===== config.mk =====
export PLATFORM = sky130hd
export DESIGN_NAME = ifu_fetch
export DESIGN_NICKNAME = d
export VERILOG_FILES = /design/src/rtl/ifu_fetch.sv
export SDC_FILE = /design/constraint.sdc
export NUM_CORES = 1
export LEC_CHECK = 0
export ABC_AREA = 1
export CORE_ASPECT_RATIO = 0.75
export CORE_MARGIN = 8
export CORE_UTILIZATION = 44
export CTS_CLUSTER_SIZE = 25
export DETAILED_ROUTE_END_ITERATION = 6
export PLACE_DENSITY_LB_ADDON = 0.05
export SLEW_MARGIN = 20
export SYNTH_ARGS = -nofsm -noshare
export SYNTH_HDL_FRONTEND = slang
export SYNTH_SLANG_ARGS = --single-unit

===== constraint.sdc =====
create_clock -name clk -period 3 [get_ports clk]
set_input_delay 0.3 -clock clk [delete_from_list [all_inputs] [get_ports clk]]
set_output_delay 0.3 -clock clk [all_outputs]
set_load 0.1 [all_outputs]

===== src/rtl/ifu_fetch.sv =====
// ifu_fetch: single-outstanding instruction fetch stage.
// Takes a PC from the core and issues one read on an address/read channel
// bus. It returns the word, or an error, to the core over a valid/ready handshake.
// Ports:
//   clk, reset                    clock, synchronous active-high reset
//   pc, pc_valid, pc_ready        fetch request from core (pc_ready = IDLE)
//   inst, inst_valid, inst_ready  fetched word back to core
//   fetch_err, err_cause          0 none, 1 misaligned, 2 bus error, 3 timeout
//   mem_araddr/arvalid/arready    read address channel
//   mem_rdata/rresp/rvalid/rready read data channel
module ifu_fetch #(
  parameter int unsigned ADDR_W  = 32,
  parameter int unsigned DATA_W  = 32,
  parameter int unsigned TIMEOUT = 255
) (
  input  logic              clk,
  input  logic              reset,
  input  logic [ADDR_W-1:0] pc,
  input  logic              pc_valid,
  output logic              pc_ready,
  output logic [DATA_W-1:0] inst,
  output logic              inst_valid,
  input  logic              inst_ready,
  output logic              fetch_err,
  output logic [1:0]        err_cause,
  output logic [ADDR_W-1:0] mem_araddr,
  output logic              mem_arvalid,
  input  logic              mem_arready,
  input  logic [DATA_W-1:0] mem_rdata,
  input  logic [1:0]        mem_rresp,
  input  logic              mem_rvalid,
  output logic              mem_rready
);

  localparam int unsigned CNT_W = $clog2(TIMEOUT + 1);

  localparam logic [1:0] CAUSE_NONE  = 2'd0;
  localparam logic [1:0] CAUSE_ALIGN = 2'd1;
  localparam logic [1:0] CAUSE_BUS   = 2'd2;
  localparam logic [1:0] CAUSE_TMO   = 2'd3;

  typedef enum logic [1:0] {
    S_IDLE = 2'd0,
    S_ADDR = 2'd1,
    S_DATA = 2'd2,
    S_HOLD = 2'd3
  } state_t;

  state_t            r_state;
  logic [ADDR_W-1:0] r_addr;
  logic [CNT_W-1:0]  r_cnt;
  logic [DATA_W-1:0] r_inst;
  logic              r_err;
  logic [1:0]        r_cause;
  logic              r_arvalid;
  logic              r_rready;
  logic              r_inst_valid;

  state_t            w_state_nxt;
  logic [ADDR_W-1:0] w_addr_nxt;
  logic [CNT_W-1:0]  w_cnt_nxt;
  logic [DATA_W-1:0] w_inst_nxt;
  logic              w_err_nxt;
  logic [1:0]        w_cause_nxt;
  logic              w_timeout;

  // State and payload registers; bus/handshake strobes follow the next state.
  always_ff @(posedge clk) begin
    if (reset) begin
      r_state      <= S_IDLE;
      r_addr       <= '0;
      r_cnt        <= '0;
      r_inst       <= '0;
      r_err        <= 1'b0;
      r_cause      <= CAUSE_NONE;
      r_arvalid    <= 1'b0;
      r_rready     <= 1'b0;
      r_inst_valid <= 1'b0;
    end else begin
      r_state      <= w_state_nxt;
      r_addr       <= w_addr_nxt;
      r_cnt        <= w_cnt_nxt;
      r_inst       <= w_inst_nxt;
      r_err        <= w_err_nxt;
      r_cause      <= w_cause_nxt;
      r_arvalid    <= (w_state_nxt == S_ADDR);
      r_rready     <= (w_state_nxt == S_DATA);
      r_inst_valid <= (w_state_nxt == S_HOLD);
    end
  end

  assign w_timeout = (r_cnt == CNT_W'(TIMEOUT));

  // Next-state and payload update.
  always_comb begin
    w_state_nxt = r_state;
    w_addr_nxt  = r_addr;
    w_cnt_nxt   = r_cnt;
    w_inst_nxt  = r_inst;
    w_err_nxt   = r_err;
    w_cause_nxt = r_cause;

    case (r_state)
      S_IDLE: begin
        if (pc_valid) begin
          w_addr_nxt = pc;
          w_cnt_nxt  = '0;
          if (pc[1:0] != 2'b00) begin
            w_state_nxt = S_HOLD;
            w_inst_nxt  = '0;
            w_err_nxt   = 1'b1;
            w_cause_nxt = CAUSE_ALIGN;
          end else begin
            w_state_nxt = S_ADDR;
          end
        end
      end

      S_ADDR: begin
        // Counter saturates at TIMEOUT so a late handshake cannot let it wrap.
        if (!w_timeout) w_cnt_nxt = r_cnt + CNT_W'(1);
        if (mem_arready) begin
          w_state_nxt = S_DATA;
        end else if (w_timeout) begin
          w_state_nxt = S_HOLD;
          w_inst_nxt  = '0;
          w_err_nxt   = 1'b1;
          w_cause_nxt = CAUSE_TMO;
        end
      end

      S_DATA: begin
        if (!w_timeout) w_cnt_nxt = r_cnt + CNT_W'(1);
        if (mem_rvalid) begin
          w_state_nxt = S_HOLD;
          if (mem_rresp != 2'b00) begin
            w_inst_nxt  = '0;
            w_err_nxt   = 1'b1;
            w_cause_nxt = CAUSE_BUS;
          end else begin
            w_inst_nxt  = mem_rdata;
            w_err_nxt   = 1'b0;
            w_cause_nxt = CAUSE_NONE;
          end
        end else if (w_timeout) begin
          w_state_nxt = S_HOLD;
          w_inst_nxt  = '0;
          w_err_nxt   = 1'b1;
          w_cause_nxt = CAUSE_TMO;
        end
      end

      S_HOLD: begin
        if (inst_ready) w_state_nxt = S_IDLE;
      end

      default: w_state_nxt = S_IDLE;
    endcase
  end

  assign pc_ready    = (r_state == S_IDLE);
  assign inst        = r_inst;
  assign inst_valid  = r_inst_valid;
  assign fetch_err   = r_err;
  assign err_cause   = r_cause;
  assign mem_araddr  = r_addr;
  assign mem_arvalid = r_arvalid;
  assign mem_rready  = r_rready;

endmodule


==> metrics.md <==
| Metric | Value |
|---|---|
| Post-synthesis xor/xnor area fraction | 0 |
| Worst Path Arrival | 1.83 ns |
| Combinational power share | 0.447 |
| Wirelength, routed | 9.356 mm |
| Vias in the first global route | slightly above 3,000 |
| Sw Share | 0.4632 |
| Sw Pwr | 1691 uW |
| Predominant post-synthesis flop cell | dfxtp_1 |
| Final HPWL from detailed placement | between 6 and 7 mm |
| Drt drc | 0 |
| Row cnt | 27 |
| TritonCTS clock tree | done |
| Simple logic cell fraction of the synthesized area | 0.2803 |
| Gate Count Post-Synth | 424 |
| Setup CP Type | flip-flop to output pin |
| Initial antenna violation count | 0 |
| #FFs+latches synth | 80 |
| Chip height | 90.22 um |
| Vias | 3,161 |
| Die ar. | 0.01037 mm2 |
| Reg2Reg Depth | 9 |
| Clk pin slew, worst setup/hold paths | approximately 0.08 ns |
| Adder-Cell Fraction of Synth Area | 0.01936 |
| Crit-path max cell delay | between 1 and 1.5 ns |
| Hold Startpoint | inst[31] |
| Clock network power share | 0.211 |
| Min cycle time layout | 2.132 ns |
| Post-synthesis compound-gate area fraction | 0.1359 |
| Critical path's slowest cell | clkdlybuf4s50_1 |
| Starting Density | 0.4470 |
| Post-CTS setup buffers | 0 |
| Clk sink count | 80 |
| Synth top area share | 0.4955 |
| Largest net degree at the start of global routing | 36 |
| First drt pass iteration count | 4 |
| Cell family with most CP delay | buffers and inverters |
| Worst path bufs/invs | 1 |
| Avg Inst Size Synth | 7.622 um2 |
| Vias per cell | 4.753 |
| # hold bufs at CTS | 0 |
| Slew Viols, Final | 0 |
| Pwr/cell area | 770.2 mW/mm2 |
| Root buf cell | clkbuf_8 |
| IO buf count | ~140 |
| Hold Crit Class | flip-flop to flip-flop |
| Reg2reg setup slack | 0.92 ns |
| Pint | 1960 uW |
| Crit-path cells | clkdlybuf4s50_1 |
| Setup TNS | 0 ns |
| Seq/Total Area, Yosys | 0.4955 |
| Area grow syn2layout | 46.65% |
| First-pass GRT wire length | 15.34 mm |
| EDFF count, synth | 0 |
| Max-cap violations | 0 |
| Worst r2r src | r_state[0] |
| Leakage | 0.001938 uW |
| I/O Pins | 143 |
| RSZ-0062 raised after global routing | no |
| Sequential cell fraction of total power | 0.342 |
| Drt wl/cell | 14.07 um |
| Leading area contributor after synthesis | dfxtp_1 |
| Crit path max fanout | 2 |
| Total GRT Usage | 0.1819 |
| Fin. Hold Viols | 0 |
| Slew margin rel. | 0.3351 |
| Least-Margin Pin Slew | slightly below 1 ns |
| Top achievable clock speed | around 470 MHz |
| Detail Route Antenna Nets | 0 |
| Worst hold path depth | 2 |
| Post-synthesis instance area | 0.003232 mm2 |
| Nets | 637 |
| Critical path launch point type | flip-flop |
| Clock buffer count from CTS | 9 |
| Core area | 0.007229 mm2 |
| Power after layout | 3651 uW |
| Yosys cell types | 26 |
| Setup Viol. Count Final | 0 |
| Maximum VDD drop | 0.4795 mV |
| Largest family of logic cells by synthesized area | simple AND/OR/NAND/NOR gates |
| Share of cells above drive strength 1 | 0.1507 |
| Number of diodes | 0 |
| Worst hold endpoint | inst[31] |
| WP data required | 2.70 ns |
| Synth warn | 0 |
| Overflow after GRT | 0 |
| Worst Skew | 0.007293 ns |
| 1st-iter DRT viols | around 190 |
| Proportion of synthesized area in mux cells | 0 |
| Ys async rst share | 0 |
| Top cells by area, synth | dfxtp_1 50%, nor2_1 9.6%, nand2_1 8.8%, o21ai_0 6.2%, nand3_1 6.0% |
| Max Buffers Root-to-Sink | 2 |
| Post-cts repair resize count | 0 |
| Mapped Nets | around 500 |
| Outcome | complete, no violations |
| Htree depth | 3 |
| Worst R2R End | inst[11] |
| GPL Wtd Cong | approximately 0.77 |
| Critical Path Sink Type | output pin |
| Worst-Skew Late Latency | 0.35 ns |
| Final period utilization | 0.7105 |
| Die W | 115.0 um |
routing by layer:
metal | vias up | GRT usage | part of all wire
met5 | - | 0 | 0
met4 | 0 | 0.05344 | 0.011
met3 | 9 | 0.06413 | 0.077
met2 | 83 | 0.2953 | 0.47
met1 | 1422 | 0.2204 | 0.44
li1 | 1647 | - | -
cells in the mapped netlist (2+ instances only):
cell and count:
buf_2 7, a21oi_2 3, nor2_1 83, inv_2 2, nor3_1 3, clkbuf_1 8
nand2_1 76, nand4_1 2, a21oi_1 37, inv_1 20, nand3_1 39, buf_6 6
nand2_2 2, ha_1 5, dfxtp_1 80, o21ai_0 40, nor2_4 2
worst max-delay path by stage:
stage,from,end,slack [ns],cells after the start
2_1_floorplan,r_state[0],inst[11],0.70,11
3_3_place_gp,mem_rvalid,inst[19],0.96,6
3_5_place_dp,r_state[0],inst[6],0.91,9
4_1_cts,inst[12],inst[12],0.85,1
5_1_grt,r_state[0],inst[19],0.69,8
6_report,mem_araddr[13],mem_araddr[13],0.87,1
power by group through the flow:
stage / Sequential (uW) / Combinational [uW] / Clock [uW]
4_1_cts: 1250 / 1650 / 795
6_report: 1250 / 1630 / 771
3_3_place_gp: 1270 / 1630 / 0
5_1_grt: 1260 / 1740 / 834
2_1_floorplan: 1970 / 593 / 0
3_5_place_dp: 1270 / 1640 / 0
metrics by stage:
| stage | utilization | cells | hold slack [ns] | setup slack, ns | cell area, um2 |
|---|---|---|---|---|---|
| 2_1_floorplan | - | 424 | 0.4501 | 0.6962 | 3232 |
| 3_3_place_gp | 0.6298 | 650 | 0.4477 | 0.9612 | 4553 |
| 3_5_place_dp | 0.6298 | 650 | 0.4510 | 0.9063 | 4553 |
| 4_1_cts | 0.6556 | 665 | 0.4633 | 0.8464 | 4740 |
| 5_1_grt | 0.6556 | 665 | 0.4803 | 0.6894 | 4740 |
| 6_report | 0.6556 | 665 | 0.4606 | 0.8684 | 4740 |
cell families after synthesis:
family	after synthesis
simple gates	211
flops	80
compound gates	83
fa+ha+maj	5
buf+inv	45
cell type report:
type | count | area (um2)
flip-flops and latches | 80 | 1602
clock inverters | 4 | 45.04
repair buffers | 147 | 1329
fillers | 685 | 2490
multi-input cells | 299 | 1410
inverters | 23 | 86.33
well taps | 101 | 126.4
clock buffers | 11 | 141.4
flip-flops by register name (all words and copies together), names as in the netlist:
signal / count
mem_rready: 1
inst: 32
r_cnt: 8
inst_valid: 1
mem_arvalid: 1
fetch_err: 1
err_cause: 2
mem_araddr: 32
r_state: 2
layout by cell type, fill, tap and decap left out, drive strengths merged, types with 3 or more instances in the layout:
| cell type | n |
|---|---|
| clkinv | 4 |
| buf | 57 |
| ha | 5 |
| nand3 | 40 |
| o21ai | 42 |
| nor2 | 87 |
| nand2 | 78 |
| dfxtp | 80 |
| inv | 22 |
| clkdlybuf4s50 | 90 |
| nor3 | 3 |
| clkbuf | 11 |
| a21oi | 40 |
Note: power is estimated with default switching activity, not from simulation.
